--- src/rtl/logic16_arbiter.sv ---
// logic16_arbiter: round-robin access to one shared 16-bit bitwise logic unit
// (NOT/AND/OR/XOR). One operation in flight at a time, sequenced IDLE -> EXEC
// -> DONE, so the peak rate is one operation every three cycles.
//
// Handshake: a requester raises req[i] with its op/a/b slices stable and keeps
// them stable until it sees gnt[i] (a one-cycle pulse meaning "operands
// latched"). It may drop req[i] in the gnt cycle; if req[i] is still high at
// the next IDLE cycle it is a new request. done[i] pulses exactly one cycle
// after gnt[i], with result valid in that cycle and held until the next
// completion. The FSM state is observable through the 'state' signal.
module logic16_arbiter #(
  parameter int WIDTH = 16,
  parameter int N_REQ = 4,
  parameter int CNT_W = 16
) (
  input  logic                     clk,
  input  logic                     rst_n,
  input  logic [N_REQ-1:0]         req,
  input  logic [2*N_REQ-1:0]       op,
  input  logic [WIDTH*N_REQ-1:0]   a,
  input  logic [WIDTH*N_REQ-1:0]   b,
  output logic [N_REQ-1:0]         gnt,
  output logic [N_REQ-1:0]         done,
  output logic [WIDTH-1:0]         result,
  output logic                     busy,
  output logic [CNT_W-1:0]         op_count
);

  localparam int IW = (N_REQ > 1) ? $clog2(N_REQ) : 1;
  localparam logic [N_REQ-1:0] ONE = {{(N_REQ-1){1'b0}}, 1'b1};

  typedef enum logic [1:0] {
    ST_IDLE = 2'd0,
    ST_EXEC = 2'd1,
    ST_DONE = 2'd2
  } state_t;

  state_t state, state_nxt;

  logic [IW-1:0]    ptr;        // search starts here
  logic [IW-1:0]    cur_idx;    // requester owning the in-flight operation
  logic [IW-1:0]    pick_idx;
  logic [IW-1:0]    cand;
  logic             pick_found;
  logic [1:0]       op_q;
  logic [WIDTH-1:0] a_q;
  logic [WIDTH-1:0] b_q;
  logic [WIDTH-1:0] lu_out;

  // Round-robin pick: first set req bit scanning upward from ptr, wrapping.
  always_comb begin
    pick_found = 1'b0;
    pick_idx   = '0;
    cand       = '0;
    for (int i = 0; i < N_REQ; i++) begin
      cand = IW'((int'(ptr) + i) % N_REQ);
      if (!pick_found && req[cand]) begin
        pick_found = 1'b1;
        pick_idx   = cand;
      end
    end
  end

  // Shared bitwise unit, purely combinational on the latched operands.
  always_comb begin
    lu_out = '0;
    case (op_q)
      2'b00:   lu_out = ~a_q;
      2'b01:   lu_out = a_q & b_q;
      2'b10:   lu_out = a_q | b_q;
      default: lu_out = a_q ^ b_q;
    endcase
  end

  // State register.
  always_ff @(posedge clk) begin
    if (!rst_n) state <= ST_IDLE;
    else        state <= state_nxt;
  end

  // Next-state: leave IDLE only when something was picked; EXEC and DONE are one cycle each.
  always_comb begin
    state_nxt = state;
    case (state)
      ST_IDLE: if (pick_found) state_nxt = ST_EXEC;
      ST_EXEC: state_nxt = ST_DONE;
      ST_DONE: state_nxt = ST_IDLE;
      default: state_nxt = ST_IDLE;
    endcase
  end

  // Registered outputs, operand capture, pointer and completion counter.
  always_ff @(posedge clk) begin
    if (!rst_n) begin
      gnt      <= '0;
      done     <= '0;
      result   <= '0;
      busy     <= 1'b0;
      op_count <= '0;
      ptr      <= '0;
      cur_idx  <= '0;
      op_q     <= 2'b00;
      a_q      <= '0;
      b_q      <= '0;
    end else begin
      gnt  <= '0;
      done <= '0;
      case (state)
        ST_IDLE: begin
          if (pick_found) begin
            cur_idx <= pick_idx;
            op_q    <= op[2*int'(pick_idx) +: 2];
            a_q     <= a[WIDTH*int'(pick_idx) +: WIDTH];
            b_q     <= b[WIDTH*int'(pick_idx) +: WIDTH];
            gnt     <= ONE << pick_idx;
            busy    <= 1'b1;
          end
        end
        ST_EXEC: begin
          result   <= lu_out;
          done     <= ONE << cur_idx;
          op_count <= op_count + 1'b1;
          ptr      <= (cur_idx == IW'(N_REQ-1)) ? '0 : cur_idx + 1'b1;
        end
        ST_DONE: begin
          busy <= 1'b0;
        end
        default: ;
      endcase
    end
  end

endmodule

--- config.mk ---
export PLATFORM = sky130hd
export DESIGN_NAME = logic16_arbiter
export DESIGN_NICKNAME = d
export VERILOG_FILES = /design/src/rtl/logic16_arbiter.sv
export SDC_FILE = /design/constraint.sdc
export NUM_CORES = 1
export LEC_CHECK = 0
export ABC_AREA = 1
export BUFFER_PORTS_ARGS = -buffer_cell sky130_fd_sc_hd__buf_2
export CAP_MARGIN = 20
export CORE_MARGIN = 5
export CORE_UTILIZATION = 25
export DETAILED_ROUTE_END_ITERATION = 10
export PLACE_DENSITY_LB_ADDON = 0.15
export SLEW_MARGIN = 15
export SYNTH_ARGS = -nofsm -noshare
export SYNTH_HDL_FRONTEND = slang
export SYNTH_SLANG_ARGS = --single-unit
--- constraint.sdc ---
create_clock -name clk -period 4 [get_ports clk]
set_clock_uncertainty 0.2 [all_clocks]
set_input_delay 1.2 -clock clk [delete_from_list [all_inputs] [get_ports clk]]
set_output_delay 1.2 -clock clk [all_outputs]
set_load 0.05 [all_outputs]
==> metrics.txt, run 1 <==
Multi-input gate area=approximately 3100 um^2; remaining antenna violation count=0; #FFs+latches synth=between 80 and 90; area of the core=between 20000 and 25000 um^2; vias in the first global route=approximately 5800; Row Count=54; post-DP HPWL=roughly 15000 um; Mapped Cells=between 800 and 900; Synth Flop Type=dfxtp_1; CTS H-tree lvls=3; yosys warns=0; initial drt markers=between 300 and 400; fin util=around 32%; Synth Area in Adders=under 10%; max-slew violation count=0; DRC violations left=0; Setup crit end kind=register; tightest hold margin=281 ps; WL/cell=about 14 um; syn_nets=between 1000 and 1500; Post-synth top cells=nand2_1, inv_1, nand3_1; worst hold stages=2; GRT Overall Usage=~15%; ys async rst share=0%; gr ovfl total=0; reg2reg start=ptr[0]; area taken by flip-flops and latches=approximately 1600 um^2; sequential element share of the synthesized area=29.0%; dominant cell type by area after synthesis=dfxtp_1; met2 Use GR=between 20% and 30%; first-pass GRT wire length=~31000 um; reg2reg path depth=13; CTS Buf Count=9; Synth Area in XOR/XNOR=less than 1%; clk root buf=clkbuf_16; CP Launch Type=primary input; Pleak=about 0.0039 uW; Distinct cells, synth=34; outcome=finished, final reports clean; # setup viols final=0; Post-Synth Simple-Gate Area=a little over a third; CP required=slightly above 4000 ps; routability cong.=0.834; nets@finish=around 1200; CTS Sinks=81; post-cts resize count=0; largest net degree at the start of global routing=just over 60; I/O Pins=~180; hold path startpoint=busy; top-count cell post-synth=nand2_1; share of cells above drive strength 1=21.7%; setup_tns=0 ps; R2R Setup Slk=about 1400 ps; die area=25500 um^2; gr busiest metal=met2; final period utilization=between 70% and 80%; M1 GR Usage=between 20% and 30%; post-synthesis mux area share=0%; CP arrival=3040 ps; CTS tree=yes; Final min period=3000 ps; Area Growth Syn to Fin=26.2%; worst slew pin tran=673 ps; post-cts hold buffer count=0; Final Hold Violating Endpoints=0; unrepaired setup endpoints after global routing=no; Max-Cap Viols=0; reg-to-reg endpoint=b_q[8]; initial antenna violation count=4; Avg Inst Size Synth=between 6 and 7 um^2; post-CTS setup buffers=0; port bufs=around 180; number of synthesized flops with an enable pin=0; fill cell count=approximately 2500; HP Class=reg -> reg; Die W=about 160 um; Via density=~4.4; Crit Path Class=in -> reg; DRT Pass-1 Iters=4; via count=just under 6000; power density cells=between 700 and 800 nW/um^2; Worst slew margin=55.1%; GR Layer Usage met3=3.69%; starting density of the core=approximately 25%; die height=around 160 um; Detailed Route WL=19400 um; clk buf depth=2; Min-Delay Endpoint=busy; worst vdd ir=roughly 0.35 mV; clock-pin slew on the worst setup and hold paths=60 ps; Synth Cell Area=between 5000 and 6000 um^2; Max Clk Rate=roughly 330 MHz; CP max FO=61; Clock Latency Late Sink=approximately 340 ps; largest family of logic cells by synthesized area=simple AND/OR/NAND/NOR gates; post-synthesis compound-gate area fraction=between 10% and 20%; top cell type's share of synthesized area=roughly 29%; main area contributors after synthesis=dfxtp_1, nand2_1, nand3_1
cells in the final DEF, fill, tap and decap left out, types with 2 or more instances in the layout:
| cell | count |
|---|---|
| nand2_1 | 233 |
| buf_2 | 182 |
| inv_1 | 165 |
| nand3_1 | 150 |
| dfxtp_1 | 81 |
| a21oi_1 | 58 |
| ha_1 | 34 |
| nor2_1 | 33 |
| o21ai_0 | 28 |
| a221oi_1 | 11 |
| a31oi_1 | 11 |
| buf_4 | 10 |
| nand2_2 | 9 |
| clkbuf_16 | 9 |
| nor3_1 | 8 |
| o221ai_1 | 5 |
| inv_2 | 4 |
| nand4_1 | 3 |
| bufinv_16 | 3 |
| diode_2 | 2 |
| nand3_4 | 2 |
| nor4_1 | 2 |
| clkinvlp_4 | 2 |
| buf_12 | 2 |
where the power goes:
| part | total [uW] | switching [uW] | leakage [uW] | internal (uW) |
|---|---|---|---|---|
| combinational | 3270 | 2280 | 0.00312 | 988 |
| sequential | 1190 | 152 | 0.000667 | 1040 |
| clock | 980 | 351 | 0.000165 | 629 |
| total | 5440 | 2780 | 0.00395 | 2650 |
per-stage QoR:
stage	setup slack [ps]	total power, uW	cell area (um^2)	instances
after CTS	1010	5520	7060	1339
after global placement	642	4510	6700	1323
after global routing	816	5950	7060	1340
final	1000	5440	7060	1341
after detailed placement	636	4510	6700	1323
after floorplan	1300	3640	5600	899
worst max-delay path by stage:
stage,cells after the start,end,slack (ps),start
after floorplan,12,busy,1300,req[1]
after global placement,14,b_q[10],640,req[1]
after detailed placement,14,b_q[10],640,req[1]
after CTS,14,b_q[10],1010,req[1]
after global routing,16,a_q[3],820,req[3]
final,13,b_q[8],1000,req[3]
cells by family after synthesis:
family,after synthesis
AO/OA/AOI/OAI,117
flip-flops,81
adder cells (fa/ha/maj),34
buffers and inverters,220
AND/OR/NAND/NOR,446
XOR/XNOR,1
worst max-delay path, cell delays in order:
cell and delay [ps]:
buf_2 90, inv_1 40, nand2_1 90, nand3_1 90, nand2_1 120, inv_1 90
nand3_4 150, buf_4 530, nand3_1 140, nand3_1 110, nand3_1 180, nand2_1 120
inv_1 40
layer usage:
layer / routed length [um] / vias up
li1: - / 3170
met1: 9580 / 2614
met2: 8520 / 128
met3: 1040 / 19
met4: 255 / 6
met5: 28 / -
registers in the layout, indices dropped and copies added, names as in the netlist:
| signal | cells |
|---|---|
| ptr | 2 |
| busy | 1 |
| gnt | 4 |
| done | 4 |
| state | 2 |
| op_q | 2 |
| cur_idx | 2 |
| a_q | 16 |
| result | 16 |
| op_count | 16 |
| b_q | 16 |
area by class of cell:
cell class / instances / share of cell area [%]
well taps: 280 / 4.96
flip-flops and latches: 81 / 23.0
clock inverters: 6 / 1.61
diodes: 2 / 0.0709
multi-input cells: 598 / 43.4
repair buffers: 194 / 14.5
inverters: 170 / 9.04
clock buffers: 10 / 3.38
(Power assumes the default switching activity.)
==> run 2: changes to the inputs <==
Settings changed: ABC_AREA 1 to 0.
Clock period 4 ns to 3.1 ns, I/O delays scaled along.
==> run 2 against run 1 <==
Effect of this change: cell count is 28% lower; design area is 12% lower; largest power group is now registers; register-to-register slack worse by 340 ps; utilization is 0.88 points higher; power down 42%; non-clock buffer count is 2 higher; clock power rose by 6%; critical path type unchanged.
==> metrics.txt, run 2 <==
CTS tree=yes; commonest non-fill, non-tap cell in the layout=buf_2; post-cts resize count=0; Post-synth top cells=nand2_1, dfxtp_1, mux2i_1; CTS H-tree lvls=3; WL/cell=14.3 um; routability cong.=0.787; DP Cell Count=950; worst vdd ir=about 0.23 mV; #FFs+latches synth=roughly 80; CTS Sinks=81; die height=between 100 and 150 um; CP arrival=approximately 2400 ps; Pleak=0.00271 uW; post-cts hold buffer count=0; max-slew violation count=0; CP max FO=24; switching pwr=just over 1000 uW; GRT Overall Usage=between 10% and 20%; power density cells=between 500 and 600 nW/um^2; Synth Cell Area=roughly 4800 um^2; Max-Cap Viols=0; HP Class=reg -> reg; Worst slew margin=roughly 34%; via count=roughly 4300; dominant cell type by area after synthesis=dfxtp_1; # setup viols final=0; post-CTS setup buffers=0; initial drt markers=167; switch share=between 30% and 40%; port bufs=between 150 and 200; Logic pwr share=roughly a quarter; clk buf depth=2; remaining antenna violation count=0; Crit Path Class=in -> reg; number of synthesized flops with an enable pin=0; Die W=around 150 um; top cell type's share of synthesized area=about 34%; worst slack at placement=between 200 and 300 ps; Avg Inst Size Synth=between 9 and 10 um^2; initial antenna violation count=0; worst-path cell chain=buf_2 -> a21o_1 -> a21oi_1 -> o22a_4 -> buf_12 -> mux2i_1 -> o221ai_1; sequential element share of the synthesized area=33.5%; DRC violations left=0; tightest hold margin=around 260 ps; largest net degree at the start of global routing=66; Distinct cells, synth=46; I/O Pins=~180; CP Launch Type=primary input; fin util=33.0%; clock-pin slew on the worst setup and hold paths=around 60 ps; CTS Buf Count=9; Max Clk Rate=around 410 MHz; ANT cells=0; Final min period=around 2400 ps; Via density=between 4 and 5; Synth Flop Type=dfxtp_1; post-DP HPWL=between 10000 and 15000 um; DRT Pass-1 Iters=5; Setup crit end kind=register; ys async rst share=0%; CP max-delay cell=o22a_4; fill cell count=around 2000; Row Count=50; Area Growth Syn to Fin=29.0%; yosys warns=0; commonest non-fill, non-tap cells in the layout=buf_2, nand2_1, dfxtp_1; outcome=finished, final reports clean; share of cells above drive strength 1=31.7%; vias in the first global route=~4300; die area=between 20000 and 25000 um^2; final cell count without fillers=~970; gr ovfl total=0; worst setup margin=~680 ps; Clock Latency Late Sink=about 340 ps; syn_nets=between 700 and 800; share of power burned in registers=between 40% and 50%; starting density of the core=around 26%; power share of the clock group=33.1%; top-count cell post-synth=nand2_1; setup_tns=0 ps; CP max stage delay=between 300 and 400 ps; area of the core=about 19000 um^2; final period utilization=about four fifths; first-pass GRT wire length=approximately 22000 um; Mapped Cells=between 500 and 600; CP required=just over 3000 ps; clk root buf=clkbuf_16; Int Pwr=roughly 2100 uW; worst slew pin tran=between 900 and 1000 ps; unrepaired setup endpoints after global routing=no; Detailed Route WL=~14000 um; main area contributors after synthesis=dfxtp_1, mux2i_1, ha_1; Final Hold Violating Endpoints=0; nets@finish=around 880
-- run 2: cell count changes after synthesis, sizes merged, moves of 12 or more --
cell / delta
nand2: -149
nand3: -147
inv: -132
mux2i: +70
a21oi: -55
o211ai: +32
o221ai: +29
nor2: -27
a21boi: +20
and2: +14
o21ai: -12
xnor2: +12
-- run 2: worst max-delay path: cells and delay by family --
family                 cells  cell delay (ps)
buffers and inverters      2              370
multiplexers               1              240
AO/OA/AOI/OAI              4              860
-- run 2: per-layer routing --
layer / track usage (%) / share of wire, % / up-vias
li1: - / - / 2222
met1: 17.1 / 49 / 1898
met2: 19.3 / 43 / 155
met3: 3.34 / 6.9 / 11
met4: 3.84 / 1.1 / 0
met5: 0 / 0 / -
-- run 2: cells by family after synthesis --
logic type	share of synthesized area [%]
AO/OA/AOI/OAI	17.4
adder cells (fa/ha/maj)	8.79
XOR/XNOR	2.35
AND/OR/NAND/NOR	14.9
multiplexers	14.5
flip-flops	33.5
buffers and inverters	8.53
-- run 2: final timing paths --
check,start,end,slack (ps),depth (start not counted)
worst min register to register,result[11],result[11],260,2
worst max register to register,ptr[1],b_q[9],1040,6
worst max-delay path,req[0],b_q[9],680,7
worst min-delay path,result[11],result[11],260,2
-- run 2: per-stage QoR --
stage	total power (uW)	cell area (um^2)
6_report	3130	6240
5_1_grt	3340	6240
2_1_floorplan	1860	4840
3_3_place_gp	2100	5940
4_1_cts	3190	6210
3_5_place_dp	2130	5940
-- run 2: power groups by stage --
stage	Clock, uW	Combinational [uW]	Sequential (uW)
6_report	1040	815	1280
5_1_grt	1120	912	1300
4_1_cts	1090	811	1290
3_5_place_dp	0	810	1320
3_3_place_gp	0	789	1310
2_1_floorplan	0	500	1360
-- run 2: final cells by class --
class	count	area (um^2)	share of cell area, %
clock inverter	4	45.0	0.722
timing repair buffer	196	1060	17.0
inverter	37	139	2.22
clock buffer	11	233	3.73
multi-input combinational	377	2820	45.1
tap	260	325	5.21
sequential	81	1620	26.0
==> run 3: changes to the inputs <==
Clock period 3.1 ns to 2.17 ns, I/O delays scaled along.
==> run 3 against run 2 <==
Effect of this change: cell count rose by 1.8%; clock power up 59%; combinational power rose by 57%; critical path depth unchanged; worst hold slack gained 1.9 ps; critical path type unchanged; critical endpoint is now b_q[6]; largest power group unchanged.
==> metrics.txt, run 3 (same netlist as run 2, synthesis figures left out) <==
Post-DP Area=~6100 um^2; ANT cells=0; clk root buf=clkbuf_16; Final Hold Violating Endpoints=0; reg-to-reg endpoint=b_q[6]; power share of the clock group=35.0%; area of all placed cells without fillers=6450 um^2; WL/cell=14.9 um; gr ovfl total=0; worst setup margin=84.7 ps; Pwr Total=roughly 4700 uW; top routing layer used=met4; CTS tree=yes; area of the core=18900 um^2; die height=between 100 and 150 um; setup_tns=0 ps; R2R Setup Slk=140 ps; vias in the first global route=roughly 4500; largest net degree at the start of global routing=between 60 and 70; starting density of the core=about a quarter; unrepaired setup endpoints after global routing=no; switch share=between 30% and 40%; DRT Pass-1 Iters=4; I/O Pins=between 150 and 200; initial antenna violation count=0; worst hold stages=2; GRT Overall Usage=between 10% and 20%; Pleak=roughly 0.0028 uW; DRC violations left=0; HP Class=reg -> reg; port bufs=~180; reg2reg path depth=6; clock-pin slew on the worst setup and hold paths=around 60 ps; initial drt markers=a little over 200; CTS Sinks=between 80 and 90; Detail Route met2 WL=approximately 6400 um; Setup crit end kind=register; Final min period=about 2100 ps; post-DP HPWL=between 10000 and 15000 um; CP arrival=~2100 ps; share of cells above drive strength 1=33.9%; hold path startpoint=result[13]; Detailed Route WL=approximately 15000 um; Max Clk Rate=around 480 MHz; Area Growth Syn to Fin=33.4%; reg2reg start=ptr[0]; post-cts hold buffer count=0; via count=~4300; nets@finish=about 900; met3 WL=897 um; max-slew violation count=0; CTS Buf Count=9; Die W=between 100 and 150 um; worst vdd ir=0.372 mV; switching pwr=1500 uW; # setup viols final=0; die area=about 22000 um^2; CP Launch Type=primary input; remaining antenna violation count=0; final period utilization=96.1%; Min-Delay Endpoint=result[13]; metal1 wirelength=between 7000 and 8000 um; Crit Path Class=in -> reg; fin util=about a third; CP required=2180 ps; Clock Latency Late Sink=340 ps; first-pass GRT wire length=between 20000 and 25000 um; Worst slew margin=67.0%; outcome=finished, final reports clean; CP max FO=7; worst slack at placement=-317 ps; routability cong.=between 0.7 and 0.8; Via density=roughly 4.4; share of power burned in registers=a little under two fifths; clk buf depth=2; commonest non-fill, non-tap cell in the layout=buf_2; Int Pwr=between 3000 and 4000 uW; CTS H-tree lvls=3; worst slew pin tran=between 400 and 500 ps; Logic pwr share=between 20 and 30%; Max-Cap Viols=0; commonest non-fill, non-tap cells in the layout=buf_2, nand2_1, dfxtp_1; power density cells=between 700 and 800 nW/um^2; Row Count=50
==> run 3: layer usage <==
metal,vias up,global-route usage [%]
li1,2257,-
met1,1924,17.5
met2,149,20.6
met3,11,3.40
met4,0,3.71
met5,-,0
==> run 3: final cells by class <==
| type | instances | area, um^2 |
|---|---|---|
| clock buffer | 12 | 246 |
| clock inverter | 3 | 65.1 |
| fill | 2027 | 12400 |
| inverter | 37 | 139 |
| multi-input combinational | 378 | 2840 |
| sequential | 81 | 1620 |
| tap | 260 | 325 |
| timing repair buffer | 212 | 1210 |
==> run 3: how the worst max path moves through the flow <==
stage | startpoint | end | slack [ps]
after floorplan | op_count[3] | op_count[15] | 90
after global placement | req[0] | b_q[6] | -350
after detailed placement | req[0] | b_q[6] | -320
after CTS | req[0] | b_q[6] | 30
after global routing | ptr[0] | b_q[6] | 5
final | req[0] | b_q[6] | 80
==> run 3: power groups by stage <==
stage                     clock network, uW  registers (uW)  logic, uW
after floorplan                           0            1950        714
after global placement                    0            1810       1260
after detailed placement                  0            1820       1280
after CTS                              1720            1790       1280
after global routing                   1770            1820       1430
final                                  1650            1790       1280
==> run 3: critical path: stages <==
cell and delay (ps):
buf_2 120, a21o_1 210, a21oi_4 230, o22a_4 280, buf_4 200, mux2i_2 250
o221ai_1 150
==> run 3: per-stage QoR <==
stage | hold slack [ps] | instances
finish | 263 | 983
global route | 294 | 983
CTS | 270 | 982
detailed placement | 261 | 967
global placement | 251 | 967
floorplan | 257 | 534
==> run 3: repair_timing <==
item	in CTS	in global routing
setup buffers	0	0
setup endpoints to repair	0	1
gates resized for setup	0	5
